## config.mk

```make
export PLATFORM = sky130hd
export DESIGN_NAME = pingpong_bank_ctrl
export DESIGN_NICKNAME = d
export VERILOG_FILES = /design/src/rtl/pingpong_bank_ctrl.sv
export SDC_FILE = /design/constraint.sdc
export NUM_CORES = 1
export LEC_CHECK = 0
export CORE_MARGIN = 2
export CORE_UTILIZATION = 40
export DETAILED_ROUTE_END_ITERATION = 16
export GPL_TIMING_DRIVEN = 0
export PLACE_DENSITY = 0.76
export SKIP_LAST_GASP = 1
export SLEW_MARGIN = 20
export SYNTH_ARGS = -nofsm -noshare
export SYNTH_HDL_FRONTEND = slang
export SYNTH_SLANG_ARGS = --single-unit
```

## constraint.sdc

```tcl
create_clock -name clk -period 3.22 [get_ports clk]
set_input_delay 0.483 -clock clk [delete_from_list [all_inputs] [get_ports clk]]
set_output_delay 0.483 -clock clk [all_outputs]
set_load 0.05 [all_outputs]
```

## src/rtl/pingpong_bank_ctrl.sv

```systemverilog
// pingpong_bank_ctrl: N-bank frame buffer, commit/release handshake.
// Option PINGPONG_DROP_EN: drop overflowing frames instead of stalling.
module pingpong_bank_ctrl #(
  parameter  int DATA_W = 8,
  parameter  int ADDR_W = 8,
  parameter  int NBANKS = 2,
  localparam int BW     = $clog2(NBANKS)
) (
  input  logic                     clk,
  input  logic                     resetn,
  input  logic                     wr_valid,
  input  logic [DATA_W-1:0]        wr_data,
  input  logic                     wr_last,
  output logic                     wr_ready,
  output logic                     rd_avail,
  output logic [ADDR_W:0]          rd_len,
  input  logic                     rd_en,
  input  logic                     rd_done,
  output logic [DATA_W-1:0]        rd_data,
  output logic                     rd_valid,
  output logic [BW:0]              frames,
  output logic [7:0]               drop_cnt,
  output logic [NBANKS-1:0]        ram_we,
  output logic [ADDR_W-1:0]        ram_waddr,
  output logic [DATA_W-1:0]        ram_wdata,
  output logic [NBANKS-1:0]        ram_re,
  output logic [ADDR_W-1:0]        ram_raddr,
  input  logic [NBANKS*DATA_W-1:0] ram_rdata
);

  localparam logic [BW:0]   NB_C   = (BW+1)'(NBANKS);
  localparam logic [BW-1:0] RB_MAX = BW'(NBANKS-1);

  logic [BW-1:0] rb_q, rb_d;
  logic [BW:0]   cnt_q, cnt_d;
  logic [ADDR_W:0] wa_q, wa_d;
  logic [ADDR_W:0] ra_q, ra_d;
  logic [ADDR_W:0] len_q [NBANKS];
  logic [ADDR_W:0] len_d [NBANKS];
  logic [BW-1:0] rsel_q, rsel_d;
  logic          rvld_q, rvld_d;

  logic [BW:0]     wb_sum;
  logic [BW-1:0]   wb;
  logic [ADDR_W:0] wlen;
  logic acc, wr_do, commit, drop, keep;
  logic rd_go, rel;

  // Handshake decode, write bank selection and next-state computation
  always_comb begin
    wb_sum = {1'b0, rb_q} + cnt_q;
    if (wb_sum >= NB_C) wb_sum = wb_sum - NB_C;
    wb = wb_sum[BW-1:0];

`ifdef PINGPONG_DROP_EN
    wr_ready = 1'b1;
`else
    wr_ready = (cnt_q != NB_C);
`endif
    rd_avail = (cnt_q != '0);
    rd_len   = len_q[rb_q];
    frames   = cnt_q;

    acc    = wr_valid & wr_ready;
    wr_do  = acc & ~wa_q[ADDR_W];
    commit = acc & wr_last;
`ifdef PINGPONG_DROP_EN
    drop   = commit & (cnt_q == NB_C - 1'b1);
`else
    drop   = 1'b0;
`endif
    keep   = commit & ~drop;
    rd_go  = rd_en & rd_avail & (ra_q < len_q[rb_q]);
    rel    = rd_done & rd_avail;

    for (int b = 0; b < NBANKS; b++) begin
      ram_we[b] = wr_do & (wb == BW'(b));
      ram_re[b] = rd_go & (rb_q == BW'(b));
    end
    ram_waddr = wr_do ? wa_q[ADDR_W-1:0] : '0;
    ram_wdata = wr_do ? wr_data : '0;
    ram_raddr = rd_go ? ra_q[ADDR_W-1:0] : '0;

    wlen = wr_do ? wa_q + 1'b1 : wa_q;

    wa_d = wa_q;
    if (wr_do) wa_d = wa_q + 1'b1;
    if (commit) wa_d = '0;

    len_d = len_q;
    if (keep) len_d[wb] = wlen;

    cnt_d = cnt_q;
    unique case ({keep, rel})
      2'b10:   cnt_d = cnt_q + 1'b1;
      2'b01:   cnt_d = cnt_q - 1'b1;
      default: cnt_d = cnt_q;
    endcase

    rb_d = rb_q;
    if (rel) rb_d = (rb_q == RB_MAX) ? '0 : rb_q + 1'b1;

    ra_d = ra_q;
    if (rd_go) ra_d = ra_q + 1'b1;
    if (rel) ra_d = '0;

    rsel_d = rd_go ? rb_q : rsel_q;
    rvld_d = rd_go;
  end

  // Controller state registers
  always_ff @(posedge clk) begin
    if (!resetn) begin
      rb_q   <= '0;
      cnt_q  <= '0;
      wa_q   <= '0;
      ra_q   <= '0;
      rsel_q <= '0;
      rvld_q <= 1'b0;
      for (int b = 0; b < NBANKS; b++) len_q[b] <= '0;
    end else begin
      rb_q   <= rb_d;
      cnt_q  <= cnt_d;
      wa_q   <= wa_d;
      ra_q   <= ra_d;
      rsel_q <= rsel_d;
      rvld_q <= rvld_d;
      len_q  <= len_d;
    end
  end

  // Read data steered from the bank latched with the request
  always_comb begin
    rd_data = '0;
    for (int b = 0; b < NBANKS; b++)
      if (rvld_q && rsel_q == BW'(b))
        rd_data = ram_rdata[b*DATA_W +: DATA_W];
  end

  assign rd_valid = rvld_q;

`ifdef PINGPONG_DROP_EN
  logic [7:0] drop_q, drop_d;

  // Saturating count of discarded frames
  always_comb begin
    drop_d = drop_q;
    if (drop && drop_q != 8'hff) drop_d = drop_q + 1'b1;
  end

  // Drop counter register
  always_ff @(posedge clk) begin
    if (!resetn) drop_q <= '0;
    else         drop_q <= drop_d;
  end

  assign drop_cnt = drop_q;
`else
  assign drop_cnt = '0;
`endif

endmodule

```

* After elaboration in Yosys (flattened, before gate mapping)
Index checks and enable logic that the tools add are counted.
** Cells by class
- Bitwise operators :: 17
- Magnitude comparators :: 5
- Add/subtract/negate cells :: 7
- Eq/ne operators :: 3
- Muxes and demuxes :: 15
- Reductions and logical operators :: 7
** Operators with widths (count)
- 9-bit two-way mux :: 5
- 8-bit two-way mux :: 5
- 9-bit by 1-bit adder with 9-bit output, second input constant :: 2
- 18-bit bitwise mux :: 1
- 1-bit bitwise AND :: 10
- 9-bit demux with 1-bit select :: 1
- 9-bit < comparator :: 1
- 2-bit greater-or-equal comparator, second input constant :: 3
- 1-bit NOT :: 5
- 1-bit NOT with 2-bit output :: 2
- 2-bit case mux with 2 select lines :: 1
- 2-bit nonzero test :: 2
- 2-bit OR reduction :: 2
- 1-bit logical AND :: 3
- 1-bit by 2-bit adder with 2-bit output :: 1
- 2-bit by 1-bit adder with 2-bit output, second input constant :: 1
- 2-bit by 1-bit equality test with 1-bit output, second input constant :: 1
- 2-bit equality test, second input constant :: 1
- 2-bit by 1-bit < comparator with 1-bit output, second input constant :: 1
- 1-bit two-way mux :: 2
- 2-bit != test, second input constant :: 1
- 2-bit by 1-bit subtractor with 2-bit output, second input constant :: 1
- 1-bit adder, second input constant :: 1
- 1-bit subtractor, second input constant :: 1
** Storage, ports and cells
- Register bits after elaboration :: 41
- Input bits :: 30

* Logic depth before layout (Yosys ltp)
- Depth after elaboration :: 9
- Mapped depth :: 10
- Gate-level depth less buffers :: 8

* Worst setup path before layout
No wires, ideal clock.
- Kind :: flip-flop to output port
- From :: register rb_q
- To :: output port ram_re[0]
- Data arrival time :: 2964 ps
- Setup slack :: -227 ps
- Cell stages (with the launch flop) :: 10
- Required time :: 2737 ps
- Path through :: dfxtp_1 buf_6 clkbuf_1 mux2i_1 ha_1 a211oi_2 o2111ai_2 or3_4 buf_6 nor2_1
** Between the ends
- Longest elaborated chain between the ends :: 7
- Elaborated cells on any way between the ends :: 8
** Ends and longest elaborated chain
- start: declaration :: line 34 : logic [BW-1:0] rb_q, rb_d;
- start signal: assignment :: line 122 : rb_q <= rb_d;
- 1-bit NOT with 2-bit output (implied by the code) :: line 73 : rd_go = rd_en & rd_avail & (ra_q < len_q[rb_q]);
- 9-bit two-way mux (implied by the code) (3 in a row) :: line 73
- 9-bit < comparator :: line 73
- 1-bit bitwise AND :: line 73
- 1-bit bitwise AND * :: line 78 : ram_re[b] = rd_go & (rb_q == BW'(b));
- end: declaration :: line 26 : output logic [NBANKS-1:0] ram_re,
Every way passes the cells marked *; elsewhere a longest branch is shown, timed or not. The select of a mux whose other input is x is not followed.

* Final worst setup path
Ends and elaborated chain as after synthesis.

==> run summary <==
The flow ran to the end, and the final reports show no timing, DRC or antenna violations. The H-tree generated during clock tree synthesis spans 2 levels. At the end of routability-driven placement, the weighted congestion stood at 0.796.

0 antenna diodes ended up in the layout. The unique cell type count in the Yosys netlist is 37, and the fraction of layout instances using a drive strength above 1 is 18.8%. Post-route antenna net violation count: 0.

Setup violations remaining at the end of the flow were counted as 0. Summing all non-filler instances in the final layout gives an area of 0.00366 sq mm. Entering global routing, the biggest net connects 14 pins. The worst hold path passes through 2 cells. The initial utilization of the core area, before any placement, comes to 40.7%. Fraction of synthesized cell area taken by the top area cell type: 34.7%. 88 I/O pins were placed. The routed wirelength normalized by instance count was 14.4 um; the number of maximum-capacitance violations was 0. The die covers 0.00654 sq mm.

The finished layout holds 464 standard cells, fillers aside. The largest fanout of any net on the critical path works out to 10. The dominant synthesized flop cell was sky130_fd_sc_hd__dfxtp_1. The run gives 120 as the count of routing violations after the opening detailed-route iteration.

Yosys attributes the largest share of cell area to sky130_fd_sc_hd__dfxtp_1 (35%), sky130_fd_sc_hd__mux2i_1 (8.9%), sky130_fd_sc_hd__ha_1 (6.3%), sky130_fd_sc_hd__nor2_1 (4.6%), sky130_fd_sc_hd__and3_1 (4.5%). The final-report hold violation count was 0; the number of cell rows was 28. The standard cell core area came out at 0.00582 sq mm. The worst endpoint required time was 2.74 ns. After layout, the worst path uses 98.6% of the clock period. After synthesis, the largest family of logic cells by area is simple AND/OR/NAND/NOR gates. CTS clock-pin slew for the worst setup and hold paths: 0.08 ns. The run gives 58.1% as the worst-case headroom to the max-slew limit.

The worst setup path is captured at an output pin. Counting the buffers created by CTS gives 5. In the routed design, unresolved DRC markers number 0. Final critical path time including I/O delays and setup: 3.17 ns.

Via count of the routed design: 2,352. Measured in cells, the most critical reg-to-reg path has a length of 12. Startpoint class of the critical path: a flip-flop. The run gives 0 as the initial antenna violation count. The run gives 0 as the number of max-slew violations in the final report. The number of flops mapped to enable cells by yosys came out at 0. The pre-antenna-repair detailed-routing pass consisted of 4 iterations. Async set-or-reset flop fraction in the synthesized netlist: 0%. From synthesis to final layout, the design area changed by 54.6%.

The area share of and/or/nand/nor cells after synthesis works out to 23.8%. Counting flops and latches in the post-synthesis netlist gives 41. Summing every instance area after synthesis gives 0.00236 sq mm.

The cell type with the largest total area after synthesis was sky130_fd_sc_hd__dfxtp_1. Using the TritonRoute via totals, the vias-per-cell ratio works out to 5.07. TritonCTS built the clock tree.

The cell sitting at the root of the clock tree is a sky130_fd_sc_hd__clkbuf_8. Global routing used 19.2% of the available tracks across all layers. The global-route wire length before repair is 9.89 mm, and the share of cell area taken by muxes after synthesis is 9.52%. Worst setup path category: reg2out.

The number of input and output port buffers inserted was 79. Class of the tightest hold or removal check: reg2reg. The logs give 0 for the hold buffer count at cts and 0 ns for the final setup TNS.

Largest voltage drop on the vdd net: 0.000306 V. Power spread over the standard cell area amounts to 699 mW/mm^2. Final hold analysis gives a worst-case slack of 0.505 ns. The run gives 2.56 mW as the sum of internal, switching and leakage power. The vertical die dimension is 80.9 um, and the floorplan die width is 80.9 um.

Once detailed placement completed, the half-perimeter wirelength came to 4.72 mm. No sink is reached through more buffers than the 2 on the longest clock path. The clock insertion delay at the later pin of the skew report came out at 0.30 ns. The run gives 315 MHz as the highest achievable clock rate. In this run, placement finished with an instance count of 444. Summing the areas of all fa, ha and maj instances in the mapped netlist gives 6.35% of the synthesized area. The synthesized netlist devotes 12.9% of its cell area to compound gates.

Yosys printed 0 warnings. The final layout net count is 430, and the sequential fraction of the synthesis area is 34.7%. The total congestion overflow after global routing was 0; the average size of a mapped cell was 8.36 sq um. Setup repair after global routing could not meet its margin everywhere. For the worst setup path, the data arrival time is 2.69 ns. The logs give 6.67 mm for the total detailed-routing wirelength and 283 for the number of instances in the synthesized netlist. For this design the static power due to leakage is 1.56 nW. The worst clock skew was 0.00786 ns; the transition time at the pin with the least slew margin was 0.626 ns.

The fraction of synthesized cell area in xor and xnor cells works out to 4.44%. For the via count of the first global-routing pass, the log shows 2,149. The area after detailed placement was 0.00329 sq mm. Counting every sink on the clock net gives 41.
final timing paths:
| path | start | end | slack [ns] |
|---|---|---|---|
| worst min register to register | ra_q[8] | ra_q[8] | 0.50 |
| worst max-delay path | rb_q | ram_re[0] | 0.05 |
| worst min-delay path | ra_q[8] | ra_q[8] | 0.50 |
| worst max register to register | rb_q | ra_q[8] | 0.35 |
Yosys cell counts (3+ instances only):
cell                       count
sky130_fd_sc_hd__a211oi_1      7
sky130_fd_sc_hd__a21oi_1      21
sky130_fd_sc_hd__and2_1       11
sky130_fd_sc_hd__and3_1       17
sky130_fd_sc_hd__buf_4         9
sky130_fd_sc_hd__clkbuf_1     11
sky130_fd_sc_hd__dfxtp_1      41
sky130_fd_sc_hd__ha_1         12
sky130_fd_sc_hd__inv_1        15
sky130_fd_sc_hd__mux2i_1      21
sky130_fd_sc_hd__nand2_1      12
sky130_fd_sc_hd__nand3_1       6
sky130_fd_sc_hd__nand4_1       4
sky130_fd_sc_hd__nor2_1       29
sky130_fd_sc_hd__nor2b_1      10
sky130_fd_sc_hd__nor3_1        5
sky130_fd_sc_hd__o21ai_0      15
sky130_fd_sc_hd__or3_1         4
sky130_fd_sc_hd__xnor2_1       9
sky130_fd_sc_hd__xor2_1        3
cell usage in the layout, fill, tap and decap left out, types with 5 or more instances in the layout:
master and count:
sky130_fd_sc_hd__a21oi_1 21, sky130_fd_sc_hd__nor2b_1 10, sky130_fd_sc_hd__and3_1 17, sky130_fd_sc_hd__conb_1 8
sky130_fd_sc_hd__clkbuf_1 9, sky130_fd_sc_hd__dfxtp_1 41, sky130_fd_sc_hd__xnor2_1 9, sky130_fd_sc_hd__a211oi_1 6
sky130_fd_sc_hd__buf_6 10, sky130_fd_sc_hd__buf_4 23, sky130_fd_sc_hd__mux2i_1 16, sky130_fd_sc_hd__inv_1 15
sky130_fd_sc_hd__nand3_1 6, sky130_fd_sc_hd__clkbuf_8 5, sky130_fd_sc_hd__nand2_1 12, sky130_fd_sc_hd__nor2_1 28
sky130_fd_sc_hd__and2_2 9, sky130_fd_sc_hd__clkdlybuf4s50_1 57, sky130_fd_sc_hd__dlygate4sd2_1 8, sky130_fd_sc_hd__o21ai_0 14
sky130_fd_sc_hd__ha_1 10
state kept, by name, indices dropped and copies added (netlist names):
name      flops
len_q        18
rsel_q        1
rb_q          1
rd_valid      1
frames        2
wa_q          9
ra_q          9
power by group:
part / switching [mW] / total (mW) / internal (mW)
clock network: 0.184 / 0.492 / 0.308
registers: 0.0618 / 0.642 / 0.581
logic: 0.856 / 1.42 / 0.566
repair_timing:
| item | 4_1_cts | 5_1_grt |
|---|---|---|
| hold endpoints to repair | 0 | 0 |
| setup buffers | 2 | 10 |
| gates cloned | 0 | 0 |
| pin swaps | 4 | 5 |
| resized for setup | 83 | 22 |
| setup endpoints to repair | 22 | 14 |
layout make-up:
cell class | count | area (sq um)
clock inverters | 3 | 65.1
inverters | 16 | 60.1
fillers | 517 | 2160
clock buffers | 5 | 68.8
repair buffers | 91 | 882
well taps | 75 | 93.8
multi-input cells | 211 | 1510
plain buffers | 22 | 160
flip-flops and latches | 41 | 821
metal layers:
layer	GRT usage, %	part of all wire [%]	vias up
li1	-	-	1170
met1	23.4	42	1088
met2	33.1	50	84
met5	0	0	-
met4	4.92	1.2	0
met3	5.56	7.4	10
worst max-delay path: stages, from the launching register on:
cell and delay (ns):
sky130_fd_sc_hd__dfxtp_1 0.33, sky130_fd_sc_hd__buf_6 0.12, sky130_fd_sc_hd__clkbuf_16 0.17, sky130_fd_sc_hd__buf_4 0.12
sky130_fd_sc_hd__mux2i_2 0.24, sky130_fd_sc_hd__ha_1 0.29, sky130_fd_sc_hd__nand4_1 0.09, sky130_fd_sc_hd__buf_4 0.14
sky130_fd_sc_hd__a211oi_4 0.06, sky130_fd_sc_hd__or3_4 0.42, sky130_fd_sc_hd__buf_6 0.15, sky130_fd_sc_hd__nor2_2 0.09
sky130_fd_sc_hd__buf_6 0.16
cells by family (layout without fill, tap and decap cells):
| kind of cell | after synthesis | count (layout) |
|---|---|---|
| AO/OA/AOI/OAI | 50 | 50 |
| other | 1 | 8 |
| buffers and inverters | 38 | 137 |
| XOR/XNOR | 12 | 12 |
| adder cells (fa/ha/maj) | 12 | 12 |
| multiplexers | 22 | 22 |
| flip-flops | 41 | 41 |
| AND/OR/NAND/NOR | 107 | 107 |
through the flow:
stage | setup WS (ns) | util, %
6_report | 0.0454 | 62.9
3_5_place_dp | -1.10 | 56.6
4_1_cts | -0.0119 | 59.9
3_3_place_gp | -1.09 | 56.6
2_1_floorplan | -0.0265 | -
5_1_grt | -0.0837 | 62.9
Note: power is estimated with default switching activity, not from simulation.
